--- src/rtl/plot_pkg.sv ---
// Shared number format, sweeper state encoding and framebuffer address sizing
// for the plot column sweeper and the scan-out overlay.
package plot_pkg;

    localparam int PLOT_INT_BITS  = 8;
    localparam int PLOT_FRAC_BITS = 8;
    localparam int NUMBER_WIDTH   = PLOT_INT_BITS + PLOT_FRAC_BITS;

    typedef logic signed [NUMBER_WIDTH-1:0] number_t;

    typedef enum logic [2:0] {
        ST_IDLE,
        ST_CLEAR,
        ST_EVAL,
        ST_WAIT,
        ST_DRAW,
        ST_NEXT,
        ST_DONE
    } sweep_state_t;

    function automatic int fb_addr_w(input int h, input int v);
        return (h * v > 1) ? $clog2(h * v) : 1;
    endfunction

endpackage

--- src/rtl/fb_row_mapper.sv ---
// Maps a signed y (origin at the bottom) to a framebuffer row (origin at the top).
// Off-screen values report in_range=0 and clamp to the nearest edge row.
module fb_row_mapper #(
    parameter int Y_WIDTH           = plot_pkg::NUMBER_WIDTH,
    parameter int VER_ACTIVE_PIXELS = 480,
    parameter int ROW_W             = (VER_ACTIVE_PIXELS > 1) ? $clog2(VER_ACTIVE_PIXELS) : 1
) (
    input  logic [Y_WIDTH-1:0] y,
    output logic               in_range,
    output logic [ROW_W-1:0]   row
);

    logic signed [31:0] y_int;

    always_comb begin
        y_int    = 32'($signed(y));
        in_range = 1'b0;
        row      = '0;
        if (y_int < 0) begin
            row = ROW_W'(VER_ACTIVE_PIXELS - 1);
        end else if (y_int >= VER_ACTIVE_PIXELS) begin
            row = '0;
        end else begin
            in_range = 1'b1;
            row      = ROW_W'(VER_ACTIVE_PIXELS - 1 - y_int);
        end
    end

endmodule

--- src/rtl/plot_column_sweeper.sv ---
// Clears the 1-bpp framebuffer, then evaluates one stack-machine result per column and plots it.
// Define PLOT_CONNECT_EN to join each column to the previous one with a vertical run of pixels.
module plot_column_sweeper
    import plot_pkg::*;
#(
    parameter int INTEGER_PART_WIDTH    = PLOT_INT_BITS,
    parameter int FRACTIONAL_PART_WIDTH = PLOT_FRAC_BITS,
    parameter int HOR_ACTIVE_PIXELS     = 640,
    parameter int VER_ACTIVE_PIXELS     = 480
) (
    input  logic                                                 clk,
    input  logic                                                 rst_n,
    input  logic                                                 plot_start,
    output logic                                                 plot_busy,
    output logic                                                 plot_done,
    output logic                                                 sm_start,
    output logic [INTEGER_PART_WIDTH-1:0]                        sm_x,
    input  logic                                                 sm_ready,
    input  logic [INTEGER_PART_WIDTH+FRACTIONAL_PART_WIDTH-1:0]  sm_y,
    output logic                                                 fb_we,
    output logic [fb_addr_w(HOR_ACTIVE_PIXELS, VER_ACTIVE_PIXELS)-1:0] fb_addr,
    output logic                                                 fb_data,
    input  logic                                                 fb_ready
);

    localparam int NW     = INTEGER_PART_WIDTH + FRACTIONAL_PART_WIDTH;
    localparam int ADDR_W = fb_addr_w(HOR_ACTIVE_PIXELS, VER_ACTIVE_PIXELS);
    localparam int COL_W  = (HOR_ACTIVE_PIXELS > 1) ? $clog2(HOR_ACTIVE_PIXELS) : 1;
    localparam int ROW_W  = (VER_ACTIVE_PIXELS > 1) ? $clog2(VER_ACTIVE_PIXELS) : 1;
    localparam int CELLS  = HOR_ACTIVE_PIXELS * VER_ACTIVE_PIXELS;

    sweep_state_t      state, next_state;
    logic [COL_W-1:0]  col;
    logic [ADDR_W-1:0] clear_addr;
    logic [NW-1:0]     y_reg;
    logic [ROW_W-1:0]  draw_row, draw_end;
    logic              draw_armed;

    logic              cur_in;
    logic [ROW_W-1:0]  cur_row;
    logic              span_valid;
    logic [ROW_W-1:0]  span_lo, span_hi;

    fb_row_mapper #(
        .Y_WIDTH          (NW),
        .VER_ACTIVE_PIXELS(VER_ACTIVE_PIXELS),
        .ROW_W            (ROW_W)
    ) u_cur_map (
        .y       (y_reg),
        .in_range(cur_in),
        .row     (cur_row)
    );

`ifdef PLOT_CONNECT_EN
    logic [NW-1:0]    prev_y;
    logic             prev_in;
    logic [ROW_W-1:0] prev_row;

    fb_row_mapper #(
        .Y_WIDTH          (NW),
        .VER_ACTIVE_PIXELS(VER_ACTIVE_PIXELS),
        .ROW_W            (ROW_W)
    ) u_prev_map (
        .y       (prev_y),
        .in_range(prev_in),
        .row     (prev_row)
    );

    // Both ends off-screen on the same side (equal sign bits) leaves nothing to draw.
    always_comb begin
        span_valid = cur_in;
        span_lo    = cur_row;
        span_hi    = cur_row;
        if (col != '0) begin
            span_valid = cur_in || prev_in || (y_reg[NW-1] != prev_y[NW-1]);
            span_lo    = (cur_row < prev_row) ? cur_row : prev_row;
            span_hi    = (cur_row < prev_row) ? prev_row : cur_row;
        end
    end
`else
    always_comb begin
        span_valid = cur_in;
        span_lo    = cur_row;
        span_hi    = cur_row;
    end
`endif

    assign plot_busy = (state != ST_IDLE);
    assign sm_x      = INTEGER_PART_WIDTH'(col);

    always_ff @(posedge clk) begin
        if (!rst_n) state <= ST_IDLE;
        else        state <= next_state;
    end

    // DRAW spends its first cycle latching the row span, then issues one write per row.
    always_comb begin
        next_state = state;
        sm_start   = 1'b0;
        plot_done  = 1'b0;
        fb_we      = 1'b0;
        fb_addr    = '0;
        fb_data    = 1'b0;
        case (state)
            ST_IDLE: begin
                if (plot_start) next_state = ST_CLEAR;
            end
            ST_CLEAR: begin
                fb_we   = 1'b1;
                fb_addr = clear_addr;
                if (fb_ready && clear_addr == ADDR_W'(CELLS - 1)) next_state = ST_EVAL;
            end
            ST_EVAL: begin
                sm_start   = 1'b1;
                next_state = ST_WAIT;
            end
            ST_WAIT: begin
                if (sm_ready) next_state = ST_DRAW;
            end
            ST_DRAW: begin
                if (!draw_armed) begin
                    if (!span_valid) next_state = ST_NEXT;
                end else begin
                    fb_we   = 1'b1;
                    fb_data = 1'b1;
                    fb_addr = ADDR_W'(int'(draw_row) * HOR_ACTIVE_PIXELS + int'(col));
                    if (fb_ready && draw_row == draw_end) next_state = ST_NEXT;
                end
            end
            ST_NEXT: begin
                next_state = (col == COL_W'(HOR_ACTIVE_PIXELS - 1)) ? ST_DONE : ST_EVAL;
            end
            ST_DONE: begin
                plot_done  = 1'b1;
                next_state = ST_IDLE;
            end
            default: next_state = ST_IDLE;
        endcase
    end

    always_ff @(posedge clk) begin
        if (!rst_n) begin
            col        <= '0;
            clear_addr <= '0;
            y_reg      <= '0;
            draw_row   <= '0;
            draw_end   <= '0;
            draw_armed <= 1'b0;
`ifdef PLOT_CONNECT_EN
            prev_y     <= '0;
`endif
        end else begin
            case (state)
                ST_IDLE: begin
                    col        <= '0;
                    clear_addr <= '0;
                    draw_armed <= 1'b0;
                end
                ST_CLEAR: begin
                    if (fb_ready) clear_addr <= clear_addr + 1'b1;
                end
                ST_WAIT: begin
                    if (sm_ready) y_reg <= sm_y;
                end
                ST_DRAW: begin
                    if (!draw_armed) begin
                        if (span_valid) begin
                            draw_armed <= 1'b1;
                            draw_row   <= span_lo;
                            draw_end   <= span_hi;
                        end
                    end else if (fb_ready) begin
                        if (draw_row == draw_end) draw_armed <= 1'b0;
                        else                      draw_row   <= draw_row + 1'b1;
                    end
                end
                ST_NEXT: begin
                    col <= col + 1'b1;
`ifdef PLOT_CONNECT_EN
                    prev_y <= y_reg;
`endif
                end
                default: ;
            endcase
        end
    end

endmodule

--- config.mk ---
export PLATFORM = sky130hd
export DESIGN_NAME = plot_column_sweeper
export DESIGN_NICKNAME = d
export VERILOG_FILES = /design/src/rtl/plot_pkg.sv /design/src/rtl/fb_row_mapper.sv /design/src/rtl/plot_column_sweeper.sv
export SDC_FILE = /design/constraint.sdc
export NUM_CORES = 1
export LEC_CHECK = 0
export CELL_PAD_IN_SITES_DETAIL_PLACEMENT = 1
export CELL_PAD_IN_SITES_GLOBAL_PLACEMENT = 1
export CORE_UTILIZATION = 37
export DETAILED_ROUTE_END_ITERATION = 10
export PLACE_DENSITY_LB_ADDON = 0.1
export RECOVER_POWER = 100
export SLEW_MARGIN = 25
export SYNTH_ARGS = -nofsm -noshare
export SYNTH_HDL_FRONTEND = slang
export SYNTH_SLANG_ARGS = --single-unit
--- constraint.sdc ---
create_clock -name clk -period 3.2 [get_ports clk]
set_clock_uncertainty 0.05 [all_clocks]
set_input_delay 0.8 -clock clk [delete_from_list [all_inputs] [get_ports clk]]
set_output_delay 0.8 -clock clk [all_outputs]
set_load 0.01 [all_outputs]
==> results of run 1 <==
==> stage by stage <==
step	area, sq um	util [%]	worst slack [ns]	TNS [ns]
5_1_grt	5560	50.63	-0.5786	-4.314
4_1_cts	5543	50.47	-0.4716	-2.072
3_5_place_dp	5179	47.15	-0.5323	-2.550
6_report	5560	50.63	-0.4737	-2.117
2_1_floorplan	4300	-	-0.05251	-0.05251
3_3_place_gp	5179	47.15	-0.4755	-2.201
==> where the power goes <==
group	switching [mW]	total (mW)	internal, mW
Clock	0.361	0.973	0.612
Sequential	0.0944	1.05	0.953
Combinational	0.981	1.80	0.816
==> metal layers <==
metal | vias up | global-route usage, % | routed length [um]
met5 | - | 0 | 12
met4 | 2 | 9.556 | 242
met3 | 24 | 3.527 | 397
met2 | 59 | 39.08 | 6228
met1 | 1951 | 27.78 | 5731
li1 | 2055 | - | -
==> area by class of cell <==
class,instances,area (sq um),share of cell area [%]
repair buffers,103,849.6,15.28
flip-flops and latches,67,1346,24.21
inverters,15,56.30,1.013
clock buffers,11,242.7,4.365
multi-input cells,423,2850,51.26
clock inverters,3,40.04,0.7201
well taps,140,175.2,3.150
==> cells by family (layout without fill, tap and decap cells) <==
kind of cell               count (synthesis)  count (layout)  share of synthesized area (%)
buffers and inverters                     48             132                          5.176
adders and majority gates                 23              23                          7.158
xor gates and xnor gates                  34              34                          7.039
muxes                                      6               6                          1.538
DFF                                       67              67                          31.71
AOI/OAI and AO/OA                        129             129                          19.85
and+or+nand+nor                          231             231                          27.54
==> synth_stat cells, types with 6 or more instances <==
| cell | number | area, sq um |
|---|---|---|
| a21boi_0 | 6 | 45.04 |
| nand4_1 | 7 | 43.79 |
| and3_1 | 11 | 68.82 |
| ha_1 | 21 | 262.8 |
| inv_1 | 13 | 48.80 |
| nand3b_1 | 6 | 45.04 |
| o21ai_0 | 25 | 125.1 |
| or2_2 | 6 | 37.54 |
| or3_1 | 8 | 50.05 |
| a21oi_1 | 50 | 250.2 |
| clkbuf_1 | 23 | 86.33 |
| xnor2_1 | 19 | 166.4 |
| xor2_1 | 15 | 131.4 |
| nor2b_1 | 10 | 62.56 |
| a22o_1 | 10 | 87.58 |
| a211oi_1 | 6 | 45.04 |
| nor2_1 | 48 | 180.2 |
| dfxtp_1 | 67 | 1341 |
| nand3_1 | 27 | 135.1 |
| buf_4 | 8 | 60.06 |
| nand2_1 | 77 | 289.0 |
==> worst max-delay path by stage <==
stage                             end   startpoint  depth (start not counted)
after floorplan           fb_addr[18]  draw_row[1]                         10
after global placement    fb_addr[15]  draw_row[3]                         11
after detailed placement  fb_addr[18]  draw_row[3]                         10
after CTS                 fb_addr[15]  draw_row[3]                         12
after global routing      fb_addr[17]  draw_row[3]                         13
final                     fb_addr[15]  draw_row[3]                         12
==> worst register-to-register path, cell delays in order (launching register included) <==
cell,delay (ns)
dfxtp_1,0.31
or4_4,0.55
nor4_2,0.69
nand2_1,0.42
a21oi_4,0.49
mux2i_1,0.27
nor2_1,0.07
==> placed cells by master, fill, tap and decap left out, types with 4 or more instances in the layout <==
cell             netlist  final
nand3_1               27     26
and3_1                11     11
dfxtp_1               67     63
inv_1                 13     12
ha_1                  21     14
a21boi_0               6      6
a21oi_1               50     46
nor2_1                48     47
dfxtp_2                0      4
ha_4                   0      6
clkbuf_1              23      5
clkbuf_16              0      9
mux2_2                 4      4
or2_2                  6      6
buf_2                  1      8
xor2_1                15     14
nor2b_1               10      7
nand2_1               77     76
buf_4                  8     45
o22ai_1                4      4
o21ai_1                0      4
clkdlybuf4s50_1        0     29
a211oi_1               6      6
nand3b_1               6      6
or3_1                  8      8
a22o_1                10     10
dlygate4sd3_1          0     13
o21ai_0               25     21
nand4_1                7      7
nand2b_1               5      4
and4_1                 4      4
xnor2_1               19     16
==> repair_timing <==
item | in CTS | in global routing
pin swaps | 11 | 7
setup buffers | 7 | 1
resized for setup | 57 | 13
endpoints found under the setup margin | 10 | 8
==> summary.md, run 1 <==
| Metric | Value |
|---|---|
| Initial Utilization | `38.52%` |
| Slowest cell delay on critical path | `0.37 ns` |
| Crit path max fanout | `3` |
| Worst reg-to-reg setup slack | `0.18 ns` |
| R2R Path End | `draw_row[1]` |
| Number of synthesized flops with an enable pin | `0` |
| Nets | `663` |
| Gr usage total | `22.64%` |
| WP buf/inv | `3` |
| Fmax | `272.2 MHz` |
| Register area share after synthesis | `31.71%` |
| Core ar. | `10980 sq um` |
| Port bufs | `52` |
| Final wirelength | `12610 um` |
| CTS Hold Buffers Added | `0` |
| Largest register FFs | `19` |
| Die width | `108.9 um` |
| Yosys reg bits | `67` |
| RSZ-0062 raised after global routing | `yes` |
| Fill count | `1346` |
| Pwr Density | `686.7 nW/um^2` |
| Worst r2r src | `y_reg[9]` |
| Arrival @ worst endpoint | `2.82 ns` |
| Yosys synthesis warning count | `0` |
| Slew HR | `19.22%` |
| Final Max Slew Viols | `0` |
| CTS H-tree lvls | `3` |
| CP cell instances | `ha_4, ha_4, inv_2, fa_2, xor2_2, nor2_2, nand3b_1, buf_4, or3b_4, xnor2_2, a22o_1, buf_2` |
| Cell count after placement | `743` |
| Routed wire length per instance | `16.55 um` |
| Post-Synthesis Cells | `538` |
| CTS tree | `done` |
| Clk buf depth | `2` |
| Minimum clock period | `3.674 ns` |
| Clock root cell | `clkbuf_16` |
| Initial antenna violation count | `1` |
| Synthesized area | `4230 sq um` |
| Initial detailed-routing violation count | `242` |
| Largest net degree at the start of global routing | `29` |
| GP Congestion | `0.8106` |
| Std cell rows | `38` |
| First-pass GRT wire length | `20710 um` |
| HP Start | `y_reg[10]` |
| HP Class | `reg -> reg` |
| Maxcap violations | `0` |
| Post-DP HPWL | `9122 um` |
| Final total power | `3.818 mW` |
| Synth Flop Type | `dfxtp_1` |
| Remaining DRCs | `0` |
| Pleak | `2.153 nW` |
| Syn nets | `582` |
| Antenna diodes | `0` |
| Actual slew at the worst max-slew pin | `1.212 ns` |
| Cell repeated most along the worst path | `ha_4` |
| Vias in the first global route | `4158` |
| Delay-heaviest family, CP | `adder cells` |
| Setup WS post-layout | `-0.4737 ns` |
| DR vias | `4091` |
| Mean Syn Cell Area | `7.863 sq um` |
| Pre-antenna DRT Iters | `4` |
| Die Y-Extent | `108.9 um` |
| Status | `complete, but fails checks` |
| Path depth of the worst reg2reg path | `6` |
| Post-route insts no fill | `762` |
| I/O pin cnt | `53` |
| Total Die Area | `11860 sq um` |
| Hold violation count in the final report | `0` |
| CTS Buf Count | `9` |
| Layout area overhead | `31.44%` |
| Hold slack | `0.4045 ns` |
| Worst IR Drop VDD | `0.2978 mV` |
| Clock Pin Slew Worst Setup and Hold Paths | `0.05 ns` |
| Layout cells sized above 1 | `19.77%` |
| Synth unique cells | `67` |
| Hold path cells | `2` |
| Via-to-Cell Ratio | `5.369` |
| CP max-delay cell | `or3b_4` |
| Final ANT Viol Nets | `0` |
| Setup CP Type | `reg -> out` |
| GRT Residual Overflow | `0` |
| Clock Latency Late Sink | `0.34 ns` |
| Async SR Flop Fraction | `0%` |
| CP required | `2.35 ns` |
| Crit end category | `output pin` |
| Final setup fails | `7` |
| Final Cycle Share | `114.8%` |
| WHS Endpoint | `y_reg[10]` |
| Failing checks | `negative setup slack` |
| CP Launch Type | `register` |
| TritonCTS Sinks | `67` |
No activity file was read; power rests on OpenSTA's default activity.
==> run 2: changes to the inputs <==
--- a/config.mk
+++ b/config.mk
@@ -9,7 +9,7 @@
 export CELL_PAD_IN_SITES_GLOBAL_PLACEMENT = 1
 export CORE_UTILIZATION = 37
 export DETAILED_ROUTE_END_ITERATION = 10
-export PLACE_DENSITY_LB_ADDON = 0.1
+export PLACE_DENSITY = 0.81
 export RECOVER_POWER = 100
 export SLEW_MARGIN = 25
 export SYNTH_ARGS = -nofsm -noshare
==> run 2 against run 1 <==
  * The run ends with max-capacitance violations, max-slew violations, negative setup slack left
  * Via count increased by 2.0%
  * Non-clock buffer count increased by 1
  * Power grew 1.8%
  * Maximum frequency is 0.78% lower
  * Combinational power about the same
  * Routed wire length grew 5.6%
  * Critical path depth fell by 1
  * Final area grew 0.56%
  * Global-route usage is 0.77 points higher
  * Critical path type unchanged
  * Largest cell class unchanged
==> summary.md, run 2 (same netlist as run 1, synthesis figures left out) <==
| Metric | Value |
|---|---|
| Status | `complete, but fails checks` |
| Failing checks | `max-capacitance violations, max-slew violations, negative setup slack` |
| Core ar. | `10980 sq um` |
| DR vias | `4174` |
| Slew HR | `-6.239%` |
| Layout cells sized above 1 | `20.19%` |
| P_sw | `1.468 mW` |
| Clk buf depth | `2` |
| Hold violation count in the final report | `0` |
| CP startpoint | `draw_row[3]` |
| Switching share of power | `37.78%` |
| Total Die Area | `11860 sq um` |
| Pleak | `2.199 nW` |
| Die width | `108.9 um` |
| Hold slack | `0.4003 ns` |
| Largest register FFs | `19` |
| Crit path max fanout | `3` |
| Antenna diodes | `0` |
| Minimum clock period | `3.703 ns` |
| Finished Core Util | `50.91%` |
| Post-DP HPWL | `9746 um` |
| Pwr Density | `694.8 nW/um^2` |
| Port bufs | `52` |
| CP required | `2.35 ns` |
| Post-route insts no fill | `764` |
| CTS H-tree lvls | `3` |
| Final ANT Viol Nets | `0` |
| GRT Residual Overflow | `0` |
| R2R Path End | `draw_row[7]` |
| HP Class | `reg -> reg` |
| Worst IR Drop VDD | `0.3740 mV` |
| CTS Buf Count | `9` |
| Fill count | `1319` |
| Std cell rows | `38` |
| Setup WS post-layout | `-0.5025 ns` |
| Post-DP Area | `5216 sq um` |
| Final Cycle Share | `115.7%` |
| TritonCTS Sinks | `67` |
| Worst reg-to-reg setup slack | `-0.12 ns` |
| Nets | `664` |
| Flop pwr share | `27.2%` |
| Final Max Slew Viols | `11` |
| Die Y-Extent | `108.9 um` |
| Crit end category | `output pin` |
| Actual slew at the worst max-slew pin | `1.579 ns` |
| Crit path capture | `fb_addr[15]` |
| Setup CP Type | `reg -> out` |
| Fmax | `270.1 MHz` |
| Clock Latency Late Sink | `0.33 ns` |
| Path depth of the worst reg2reg path | `6` |
| Final setup fails | `18` |
| Initial antenna violation count | `0` |
| Initial Utilization | `38.52%` |
| Layout area overhead | `32.18%` |
| Routed wire length per instance | `17.43 um` |
| Clock group share of total power | `25.6%` |
| Final total power | `3.885 mW` |
| Worst r2r src | `y_reg[9]` |
| Vias in the first global route | `4385` |
| Remaining DRCs | `0` |
| Arrival @ worst endpoint | `2.85 ns` |
| CTS Hold Buffers Added | `0` |
| Gr usage total | `23.41%` |
| TNS Setup | `-2.927 ns` |
| Most common cell after layout, fill and taps aside | `nand2_1` |
| First-pass GRT wire length | `21510 um` |
| GP Congestion | `0.8075` |
| RSZ-0062 raised after global routing | `yes` |
| CP Launch Type | `register` |
| Final wirelength | `13320 um` |
| P_int | `2.417 mW` |
| Initial detailed-routing violation count | `202` |
| Largest net degree at the start of global routing | `29` |
| I/O pin cnt | `53` |
| Most frequent cells in the layout | `nand2_1, dfxtp_1, nor2_1` |
| Final Instance Area | `5592 sq um` |
| Clock root cell | `clkbuf_16` |
| Pre-antenna DRT Iters | `4` |
| Maxcap violations | `1` |
| Clock Pin Slew Worst Setup and Hold Paths | `0.05 ns` |
| Comb pwr share | `47.1%` |
| Via-to-Cell Ratio | `5.463` |
| Cell count after placement | `748` |
| Post-Place Worst Slack | `-0.5918 ns` |
| CTS tree | `done` |
[run 2: changes by cell type in the layout (fill, tap and decap cells not counted), moves of 2 or more]
cell / delta
clkbuf_1: +2
nand2_2: -2
a21oi_1: -3
nand2_4: +2
dfxtp_2: -2
dfxtp_4: +2
a21oi_2: +3
[run 2: critical path, cell delays in order (launching register included)]
cell      delay [ns]
dfxtp_4         0.35
ha_4            0.27
ha_4            0.14
inv_2           0.04
fa_2            0.38
xor2_2          0.17
nor2_2          0.14
nand3b_1        0.16
or3b_4          0.42
xnor2_2         0.14
a22o_1          0.17
buf_2           0.13
[run 2: final cells by class]
class / instances / area [sq um] / share of cell area, %
clock inverters: 2 / 35.03 / 0.6265
clock buffers: 13 / 260.3 / 4.654
repair buffers: 104 / 853.3 / 15.26
well taps: 140 / 175.2 / 3.133
flip-flops and latches: 67 / 1351 / 24.17
inverters: 15 / 56.30 / 1.007
multi-input cells: 423 / 2860 / 51.15
[run 2: how the worst min path moves through the flow]
stage                         start         to  slack [ns]  depth (start not counted)
final                     y_reg[12]  y_reg[12]        0.40                          2
after global routing      y_reg[11]  y_reg[11]        0.43                          2
after CTS                 y_reg[12]  y_reg[12]        0.41                          2
after detailed placement  y_reg[12]  y_reg[12]        0.40                          2
after global placement     y_reg[9]   y_reg[9]        0.40                          2
after floorplan           y_reg[12]  y_reg[12]        0.39                          2
[run 2: metal layers]
metal	GRT usage [%]	routed length, um
met1	26.85	5682
met2	42.68	6836
met3	5.439	472
met4	7.046	328
met5	0	0
[run 2: what timing repair did]
action,CTS,global route
pin swaps,16,8
setup endpoints to repair,10,11
gates resized for setup,59,16
buffers inserted,1,2
[run 2: power groups by stage]
stage	Clock (mW)	Combinational [mW]	Sequential [mW]
final	0.996	1.83	1.06
after global routing	1.05	1.98	1.07
after CTS	1.01	1.78	1.05
after detailed placement	0	1.67	1.06
after global placement	0	1.59	1.05
after floorplan	0	1.04	1.07
==> variant, RTL diff (config.mk and constraints of run 2) <==
Set the package constant `PLOT_INT_BITS` to 10 (it was 8).
--- a/src/rtl/plot_pkg.sv
+++ b/src/rtl/plot_pkg.sv
@@ -2,7 +2,7 @@
 // for the plot column sweeper and the scan-out overlay.
 package plot_pkg;
 
-    localparam int PLOT_INT_BITS  = 8;
+    localparam int PLOT_INT_BITS  = 10;
     localparam int PLOT_FRAC_BITS = 8;
     localparam int NUMBER_WIDTH   = PLOT_INT_BITS + PLOT_FRAC_BITS;
 
Interface: changed (resized sm_x and sm_y); port bits go from 53 to 57. No check against the original RTL was run, so the function may have changed too.
==> variant against run 2 <==
The run ends with setup timing left; setup slack worse by 0.016 ns; sequential power is 6% lower; synthesized cell count is 2.2% lower; synthesized area is 0.71% lower; total power is 22% lower; sequential cell count is 2 higher; final area stayed put; critical endpoint is now fb_addr[16]; via count is 0.50% higher; largest cell class unchanged; routed wire length is 2.6% lower; largest power group unchanged.
==> variant: results <==
[critical_path]
reg2reg_from = y_reg[13]
slowest_delay_ns = 0.37
crit_start = draw_row[1]

[power_and_ir_drop]
p_sw_frac = 0.348
p_comb_mw = 1.07
vdd_drop_max_mv = 0.343

[grt]
grt_pass1_wl_um = 21800
grt_usage = 0.239
gr-usage-met1 = 0.279

[clock_network]
cts_resized = 58
cts_setup_buffers = 6

[sta]
setup_ws_ns = -0.518
tightest_slew_ns = 0.614
setup_violations = 10
holdWs_ns = 0.405

[synthesis]
netlist_top_cells_area = dfxtp_1 (33%), nand2_1 (7.5%), ha_1 (6.3%)

[routing]
drt_iter0_drc = 213
route.met2.wl_um = 6750
via_per_inst = 5.49
route.met3.wl_um = 427

[layout]
layout-drive-gt1-share = 0.186
nets = 666

[run_status]
outcome = complete, but fails checks
violations = setup timing

[placement]
port_buffers = 56
## variant: metrics by stage
step / util / cell area, um2 / cells / TNS (ns)
2_1_floorplan: - / 4260 / 526 / -0.00866
3_3_place_gp: 0.479 / 5240 / 743 / -2.48
3_5_place_dp: 0.479 / 5240 / 743 / -3.15
4_1_cts: 0.514 / 5620 / 763 / -2.57
5_1_grt: 0.511 / 5590 / 764 / -3.86
6_report: 0.511 / 5590 / 764 / -2.39
## variant: kinds of logic after synthesis
logic type,after synthesis,share of synthesized area
xor+xnor,35,0.0730
simple gates,227,0.272
flops,69,0.329
mux,7,0.0191
buf+inv,31,0.0301
fa+ha+maj,23,0.0721
compound gates,134,0.205
## variant: layout make-up
cell class | instances | area [um2]
fillers | 1357 | 5340
clock inverters | 4 | 47.5
repair buffers | 107 | 878
flip-flops and latches | 69 | 1390
clock buffers | 11 | 233
multi-input cells | 426 | 2840
inverters | 7 | 26.3
well taps | 140 | 175
